[src/rtl/io_serial_tx_pkg.sv]
// Shared definitions for the serial transmitter: word width, line levels, FSM states.
// Latency: none (definitions only); backpressure: not applicable.
package io_serial_tx_pkg;

    localparam int DATA_BITS = 16;

    localparam logic LINE_IDLE  = 1'b1;
    localparam logic LINE_START = 1'b0;
    localparam logic LINE_STOP  = 1'b1;

    typedef enum logic [2:0] {
        ST_IDLE   = 3'd0,
        ST_START  = 3'd1,
        ST_DATA   = 3'd2,
        ST_PARITY = 3'd3,
        ST_STOP   = 3'd4
    } tx_state_t;

    // Even parity: the parity bit makes the total count of ones even.
    function automatic logic even_parity(input logic [DATA_BITS-1:0] word);
        return ^word;
    endfunction

endpackage

[src/rtl/io_serial_tx_baud.sv]
// Baud timer: counts 0..CLKS_PER_BIT-1 while enabled, ticks on the last cycle of each bit.
// Latency: tick is combinational from the count register; backpressure: none.
module io_baud_counter #(
    parameter int CLKS_PER_BIT = 4
) (
    input  logic i_clk,
    input  logic i_rst_n,
    input  logic i_clear,
    input  logic i_enable,
    output logic o_bit_tick,
    output logic o_pre_tick
);
    localparam logic [7:0] LAST = 8'(CLKS_PER_BIT - 1);
    localparam logic [7:0] PRE  = 8'(CLKS_PER_BIT - 2);

    logic [7:0] r_cnt;
    logic       w_last;

    assign w_last = (r_cnt == LAST);

    always_ff @(posedge i_clk or negedge i_rst_n) begin
        if (!i_rst_n) begin
            r_cnt <= '0;
        end else if (i_clear) begin
            r_cnt <= '0;
        end else if (i_enable) begin
            r_cnt <= w_last ? 8'd0 : r_cnt + 8'd1;
        end
    end

    assign o_bit_tick = i_enable && w_last;
    // One cycle early, so the owner can register a pulse aligned with the final bit cycle.
    assign o_pre_tick = i_enable && (r_cnt == PRE);

endmodule

[src/rtl/io_serial_tx.sv]
// Serial transmitter: 16-bit word sent as start, LSB-first data, optional even parity, stop.
// Latency: start bit on the line one cycle after acceptance; backpressure: tx_ready low while the holding register is full.
module io_serial_tx
    import io_serial_tx_pkg::*;
#(
    parameter int CLKS_PER_BIT = 4,
    parameter int PARITY_EN    = 1
) (
    input  logic                 IO_TX_clock,
    input  logic                 IO_TX_reset,
    input  logic [DATA_BITS-1:0] tx_data_in,
    input  logic                 tx_data_valid,
    output logic                 tx_ready,
    output logic                 serial_out,
    output logic                 tx_busy,
    output logic                 tx_done
);
    localparam int               IDX_W    = $clog2(DATA_BITS);
    localparam logic [IDX_W-1:0] LAST_IDX = IDX_W'(DATA_BITS - 1);

    tx_state_t            r_state;
    tx_state_t            w_state_nxt;
    logic [DATA_BITS-1:0] r_shift;
    logic [DATA_BITS-1:0] w_shift_nxt;
    logic [DATA_BITS-1:0] r_hold;
    logic [DATA_BITS-1:0] w_hold_nxt;
    logic                 r_hold_empty;
    logic                 w_hold_empty_nxt;
    logic [IDX_W-1:0]     r_bit_idx;
    logic [IDX_W-1:0]     w_bit_idx_nxt;
    logic                 r_parity;
    logic                 w_parity_nxt;
    logic                 r_serial;
    logic                 w_serial_nxt;
    logic                 r_busy;
    logic                 r_done;

    logic                 w_accept;
    logic                 w_tick;
    logic                 w_pre_tick;
    logic                 w_baud_clear;
    logic                 w_baud_en;

    assign w_accept     = tx_data_valid && r_hold_empty;
    assign w_baud_clear = (r_state == ST_IDLE);
    assign w_baud_en    = (r_state != ST_IDLE);

    io_baud_counter #(
        .CLKS_PER_BIT(CLKS_PER_BIT)
    ) u_baud (
        .i_clk      (IO_TX_clock),
        .i_rst_n    (IO_TX_reset),
        .i_clear    (w_baud_clear),
        .i_enable   (w_baud_en),
        .o_bit_tick (w_tick),
        .o_pre_tick (w_pre_tick)
    );

    always_comb begin
        w_state_nxt      = r_state;
        w_shift_nxt      = r_shift;
        w_hold_nxt       = r_hold;
        w_hold_empty_nxt = r_hold_empty;
        w_bit_idx_nxt    = r_bit_idx;
        w_parity_nxt     = r_parity;

        // While a frame is in flight, a new word parks in the holding register.
        if (w_accept && (r_state != ST_IDLE)) begin
            w_hold_nxt       = tx_data_in;
            w_hold_empty_nxt = 1'b0;
        end

        case (r_state)
            ST_IDLE: begin
                if (w_accept) begin
                    w_shift_nxt   = tx_data_in;
                    w_parity_nxt  = even_parity(tx_data_in);
                    w_bit_idx_nxt = '0;
                    w_state_nxt   = ST_START;
                end else if (!r_hold_empty) begin
                    w_shift_nxt      = r_hold;
                    w_parity_nxt     = even_parity(r_hold);
                    w_hold_empty_nxt = 1'b1;
                    w_bit_idx_nxt    = '0;
                    w_state_nxt      = ST_START;
                end
            end
            ST_START: begin
                if (w_tick) begin
                    w_bit_idx_nxt = '0;
                    w_state_nxt   = ST_DATA;
                end
            end
            ST_DATA: begin
                if (w_tick) begin
                    if (r_bit_idx == LAST_IDX) begin
                        w_state_nxt = (PARITY_EN != 0) ? ST_PARITY : ST_STOP;
                    end else begin
                        w_bit_idx_nxt = r_bit_idx + 1'b1;
                        w_shift_nxt   = r_shift >> 1;
                    end
                end
            end
            ST_PARITY: begin
                if (w_tick) begin
                    w_state_nxt = ST_STOP;
                end
            end
            ST_STOP: begin
                if (w_tick) begin
                    if (!r_hold_empty) begin
                        // Drain: the parked word goes out next; a word accepted on
                        // this same edge stays parked behind it.
                        w_shift_nxt      = r_hold;
                        w_parity_nxt     = even_parity(r_hold);
                        w_hold_empty_nxt = !w_accept;
                        w_bit_idx_nxt    = '0;
                        w_state_nxt      = ST_START;
                    end else begin
                        w_state_nxt = ST_IDLE;
                    end
                end
            end
            default: begin
                w_state_nxt = ST_IDLE;
            end
        endcase
    end

    // Line level follows the state being entered, so serial_out comes straight from a flop.
    always_comb begin
        w_serial_nxt = LINE_IDLE;
        case (w_state_nxt)
            ST_START:  w_serial_nxt = LINE_START;
            ST_DATA:   w_serial_nxt = w_shift_nxt[0];
            ST_PARITY: w_serial_nxt = w_parity_nxt;
            ST_STOP:   w_serial_nxt = LINE_STOP;
            default:   w_serial_nxt = LINE_IDLE;
        endcase
    end

    always_ff @(posedge IO_TX_clock or negedge IO_TX_reset) begin
        if (!IO_TX_reset) begin
            r_state      <= ST_IDLE;
            r_shift      <= '0;
            r_hold       <= '0;
            r_hold_empty <= 1'b1;
            r_bit_idx    <= '0;
            r_parity     <= 1'b0;
            r_serial     <= LINE_IDLE;
            r_busy       <= 1'b0;
            r_done       <= 1'b0;
        end else begin
            r_state      <= w_state_nxt;
            r_shift      <= w_shift_nxt;
            r_hold       <= w_hold_nxt;
            r_hold_empty <= w_hold_empty_nxt;
            r_bit_idx    <= w_bit_idx_nxt;
            r_parity     <= w_parity_nxt;
            r_serial     <= w_serial_nxt;
            r_busy       <= (w_state_nxt != ST_IDLE);
            r_done       <= (r_state == ST_STOP) && w_pre_tick;
        end
    end

    assign tx_ready   = r_hold_empty;
    assign serial_out = r_serial;
    assign tx_busy    = r_busy;
    assign tx_done    = r_done;

endmodule

[config.mk]
export PLATFORM = sky130hd
export DESIGN_NAME = io_serial_tx
export DESIGN_NICKNAME = d
export VERILOG_FILES = /design/src/rtl/io_serial_tx_pkg.sv /design/src/rtl/io_serial_tx_baud.sv /design/src/rtl/io_serial_tx.sv
export SDC_FILE = /design/constraint.sdc
export NUM_CORES = 1
export LEC_CHECK = 0
export CAP_MARGIN = 20
export CORE_UTILIZATION = 30
export CTS_BUF_LIST = sky130_fd_sc_hd__clkbuf_8
export DETAILED_ROUTE_END_ITERATION = 8
export GPL_ROUTABILITY_DRIVEN = 0
export SYNTH_ARGS = -nofsm -noshare
export SYNTH_HDL_FRONTEND = slang
export SYNTH_SLANG_ARGS = --single-unit
[constraint.sdc]
create_clock -name IO_TX_clock -period 2.8 [get_ports IO_TX_clock]
set_input_delay 0.56 -clock IO_TX_clock [delete_from_list [all_inputs] [get_ports IO_TX_clock]]
set_output_delay 0.56 -clock IO_TX_clock [all_outputs]
set_load 0.01 [all_outputs]
Yosys cells after proc, flatten, opt, wreduce, memory -nomap -nowiden
Index checks and enable logic that the tools add are counted.
{"block": "totals", "mem_bits_ro": 0, "output_inout_bits": 4, "latchBits": 0, "ff_bits": 52, "ram_bits": 0, "n_memories": 0}
{"block": "classes", "n_lt_le_gt_ge": 0, "addsub": 2, "div": 0, "muxes": 36, "n_bitwise": 0, "eq_ne": 14, "n_shift": 0, "reduce_logical": 16, "mul": 0}
{"cell": "2-to-1 mux 16 bit", "n": 5}
{"cell": "one-hot mux 16 bit (3 select lines)", "n": 1}
{"cell": "parity 16 bit", "n": 2}
{"cell": "2-to-1 mux 4 bit", "n": 6}
{"cell": "2-to-1 mux 8 bit", "n": 3}
{"cell": "2-to-1 mux 3 bit", "n": 7}
{"cell": "equality test 8 x 2 -> 1 bit, second input constant", "n": 2}
{"cell": "one-hot mux 4 bit (4 select lines)", "n": 1}
{"cell": "one-hot mux 3 bit (5 select lines)", "n": 1}
{"cell": "equality test 3 x 2 -> 1 bit, second input constant", "n": 4}
{"cell": "2-to-1 mux 1 bit", "n": 9}
{"cell": "nonzero test 3 bit", "n": 3}
{"cell": "adder 8 x 1 -> 8 bit, second input constant", "n": 1}
{"cell": "equality test 3 x 1 -> 1 bit, second input constant", "n": 2}
{"cell": "inequality test 2 x 1 -> 1 bit, second input constant", "n": 3}
{"cell": "logical AND 1 bit", "n": 5}
{"cell": "AND reduction 5 bit", "n": 1}
{"cell": "adder 4 x 1 -> 4 bit, second input constant", "n": 1}
{"cell": "equality test 4 bit, second input constant", "n": 1}
{"cell": "one-hot mux 1 bit (2 select lines)", "n": 2}
{"cell": "AND reduction 4 bit", "n": 1}
{"cell": "nonzero test 4 bit", "n": 1}
{"cell": "equality test 3 bit, second input constant", "n": 1}
{"cell": "logical NOT 3 bit", "n": 1}
{"cell": "other kinds (4)", "n": 4}

Depth between registers and ports, before layout
{"block": "logic_depth", "ltp_word": 6, "ltp_mapped": 8, "mapped_depth_nobuf": 7}

By module
Synthesis repeated with hierarchy kept, for this count alone.
{"block": "hier_totals", "cells_unflattened": 304, "area_unflattened_um2": 3095.5}
{"mod": "io_serial_tx", "cells_each": 249, "area_per_inst_um2": 2588.7, "seq_area_each_um2": 1103.6, "n_inst": 1}
{"mod": "io_baud_counter", "cells_each": 55, "area_per_inst_um2": 506.7, "seq_area_each_um2": 200.2, "n_inst": 1}

Least setup slack after synthesis
Ideal clock, no wire load.
{"block": "synth_path", "path_type": "reg-to-reg", "start": "reg u_baud.r_cnt[0]", "end": "reg r_bit_idx[0]", "arrival_time_ns": 1.741, "required_ns": 2.674, "stages_incl_launch_ff": 8, "period_less_slack_ns": 1.867, "slack_ns": 0.933, "cell_sequence": "dfrtp_1 > ha_1 > nor3b_2 > nand2_4 > buf_6 > a211oi_2 > nor2_1 > o32a_1"}
{"block": "synth_via", "elab_chain_cells": 4, "word_cells_on_any_way": 6, "cone_classes": "eq/ne: 4; reduce/logical: 2"}
{"item": "from (decl)", "line": "io_serial_tx_baud.sv:16", "source": "logic [7:0] r_cnt;"}
{"item": "from (signal assigned)", "line": "io_serial_tx_baud.sv:27", "source": "r_cnt <= w_last ? 8'd0 : r_cnt + 8'd1;"}
{"item": "equality test 8 x 2 -> 1 bit (*)", "line": "io_serial_tx_baud.sv:19", "source": "assign w_last = (r_cnt == LAST);"}
{"item": "logical AND 1 bit (*)", "line": "io_serial_tx_baud.sv:31", "source": "assign o_bit_tick = i_enable && w_last;"}
{"item": "inequality test 2 x 1 -> 1 bit (no source line)"}
{"item": "AND reduction 5 bit (no source line) (*)"}
{"item": "to (signal assigned)", "line": "io_serial_tx.sv:158", "source": "r_bit_idx <= w_bit_idx_nxt;"}
{"item": "to (decl)", "line": "io_serial_tx.sv:29", "source": "logic [IDX_W-1:0] r_bit_idx;"}
Mark *: on every way between the ends. The rest lies on a longest branch, timed or not.
A chain may end at the register's enable or synchronous reset.

Final worst setup path
{"block": "layout_path", "start": "reg u_baud.r_cnt[0]", "end": "reg r_shift[9]"}
{"block": "layout_via", "elab_chain_cells": 4, "word_cells_on_any_way": 5, "cone_classes": "eq/ne: 3; reduce/logical: 2"}
{"item": "equality test 8 x 2 -> 1 bit (*)", "line": "io_serial_tx_baud.sv:19"}
{"item": "logical AND 1 bit (*)", "line": "io_serial_tx_baud.sv:31"}
{"item": "inequality test 2 x 1 -> 1 bit (no source line)"}
{"item": "AND reduction 4 bit (no source line) (*)"}
{"item": "to (signal assigned)", "line": "io_serial_tx.sv:155", "source": "r_shift <= w_shift_nxt;"}
{"item": "to (decl)", "line": "io_serial_tx.sv:23", "source": "logic [DATA_BITS-1:0] r_shift;"}
Marked as above.

==> flow_metrics.tcl <==
set metrics [dict create \
    cts_tree "built" \
    violations "DRC" \
    placed_cell_area_um2 3110 \
    async_reset_ff_share_pct 100 \
    antenna_found_initial 0 \
    cts_setup_buffers 0 \
    finalClockSkew_ns 0.0129 \
    cts.sinks 52 \
    finalWirelength_um 5770 \
    routedWlPerCell_um 15.4 \
    first_pass_iters 6 \
    synth_area_leaders "dfrtp_1 (45%), xnor2_1 (9.2%), a221o_1 (5.1%), a22o_1 (4.7%), mux2_1 (4.1%)" \
    worst_setup_path_start_kind "register" \
    ys_ff_latch 52 \
    vias_per_cell 5.33 \
    yosysUniqueCellTypes 50 \
    yosysWarnings 0 \
    leakagePower_nw 1.37 \
    synth.most_common_cell "dfrtp_1" \
    setup-violations-final 0 \
    io_buffers 22 \
    grt_pass1_wl_um 10000 \
    synth_enable_flop_cells 0 \
    hold_viol_final 0 \
    drc 1 \
    max_freq_ghz 0.424 \
    worstPathRequired_ns 3.04 \
    worstPathArrival_ns 2.59 \
    ys.flop_type "dfrtp_1" \
    grtUsageTotal_pct 13.1 \
    fin_util_pct 36.3 \
    yosysTopAreaCellShare_pct 45.2 \
    cp_max_fo 15 \
    core.rowCount 34 \
    path_class "register to register" \
    clkTransAtPathRegs_ns 0.09 \
    grt_pass1_vias 2010 \
    io_pins 23 \
    yosysTopAreaCell "dfrtp_1" \
    crit_path_end_kind "register" \
    cap_violations 0 \
    chipWidth_um 98.1 \
    syn2layout_area_growth_pct 15.9 \
    slew_viol_final 0 \
    fin_area_um2 3210 \
    fin_nets 289 \
    final.fill_count 902 \
    syn-mean-instance-area_um2 11.4 \
    initial_utilization_pct 31.3 \
    vdd_ir_drop_max_uv 237 \
    pwr_density_cell_nw_per_um2 469 \
    diodes 0 \
    rsz0062_at_grt "no" \
    drt_iter0_drc 54 \
    min_path_type "input pin to async pin" \
    dr_total_vias 1997 \
    r2r_slack_ns 0.44 \
    register_area_um2 1300 \
    die_height_um 98.1 \
    die-area_um2 9620 \
    status "finished, violations left" \
    cts_root_buf "clkbuf_8" \
    fin_setup_tns_ns 0 \
    drive_gt1_share_pct 12.7 \
    grt-ovfl-total 0 \
    syn_nets 266 \
    grt_start_max_net_pins 28 \
    synthCells 244 \
    clk_latency_ns 0.31 \
    cts-buffers-inserted 5 \
    coreArea_um2 8850 \
    dp_hpwl_um 4050 \
    syn-cell-area_um2 2770 \
    fin_crit_sh_pct 84.2 \
    multiInputGateArea_um2 1390 \
    synth_common_cells "dfrtp_1 (50), xnor2_1 (29), nor2_1 (19)" \
    min_period_ns 2.36 \
    htreeDepth 2 \
    hold_buffers 0 \
    ant_nets 0 \
    slew_headroom_pct 28.5 \
    cts_max_path_buffers 2 \
    ys_seq_area_share_pct 47.1 \
    worstMarginPinSlew_ns 1.07 \
    post_cts_resized 0 \
]
[registers in the layout, summed over array words and instances (netlist names)]
register and flops:
serial_out 1, r_bit_idx 4, r_hold 16, tx_done 1, r_shift 16, u_baud.r_cnt 8
tx_busy 1, tx_ready 1, r_parity 1, r_state 3
[worst paths after layout]
check | endpoint | startpoint | cells past startpoint
setup / recovery | r_shift[9] | u_baud.r_cnt[0] | 6
hold / removal | u_baud.r_cnt[2] | IO_TX_reset | 1
setup reg to reg | r_shift[9] | u_baud.r_cnt[0] | 6
hold reg to reg | r_bit_idx[3] | r_bit_idx[3] | 1
max in group asynchronous | tx_ready | IO_TX_reset | 2
min in group IO_TX_clock | r_bit_idx[3] | r_bit_idx[3] | 1
[cell families after synthesis]
family,Yosys count,synth area share (%)
buffers and inverters,15,2.62
AOI/OAI and AO/OA,60,18.2
and+or+nand+nor,60,12.2
xor gates and xnor gates,37,11.7
adders and majority gates,3,1.36
muxes,17,6.87
DFF,52,47.1
[per-layer routing]
metal / GRT usage, % / up-vias / routed length [µm]
met3: 2.15 / 7 / 224
met4: 4.90 / 0 / 89
li1: - / 942 / -
met2: 20.3 / 40 / 2730
met5: 0 / - / 0
met1: 18.2 / 1008 / 2730
[area by class of cell]
type / instances / share of cell area, %
multi-input combinational: 177 / 43.4
sequential: 52 / 40.6
timing repair buffer: 27 / 8.27
tap: 108 / 4.21
clock buffer: 7 / 3.00
inverter: 4 / 0.468
[stage by stage]
| stage | power [mW] | hold slack (ns) | worst slack (ns) | instances |
|---|---|---|---|---|
| global route | 1.58 | 0.307 | 0.267 | 375 |
| global placement | 1.06 | 0.466 | 0.375 | 368 |
| CTS | 1.53 | 0.283 | 0.403 | 375 |
| floorplan | 0.978 | 0.264 | 0.933 | 244 |
| detailed placement | 1.06 | 0.467 | 0.347 | 368 |
| finish | 1.51 | 0.266 | 0.442 | 375 |
[layout by cell type (no fill, tap or decap), drive strengths merged, types with 7 or more instances in the layout]
cell	count
dfrtp	50
xnor2	29
clkdlybuf4s50	21
nor2	19
mux2	16
a22o	15
a221o	14
nand2	11
nand3	8
xor2	8
clkbuf	7
o21ai	7
[worst max-delay path, cell delays in order (launching register included)]
cell and delay, ns:
dfrtp_1 0.41, ha_1 0.22, nor3b_2 0.35, a21oi_2 0.17
nor3_2 0.76, a22o_1 0.26, a221o_1 0.11
[power by group]
| part | internal, mW | switching (mW) |
|---|---|---|
| Combinational | 0.136 | 0.104 |
| Clock | 0.221 | 0.243 |
| Sequential | 0.777 | 0.0260 |
No activity file was read; power rests on OpenSTA's default activity.
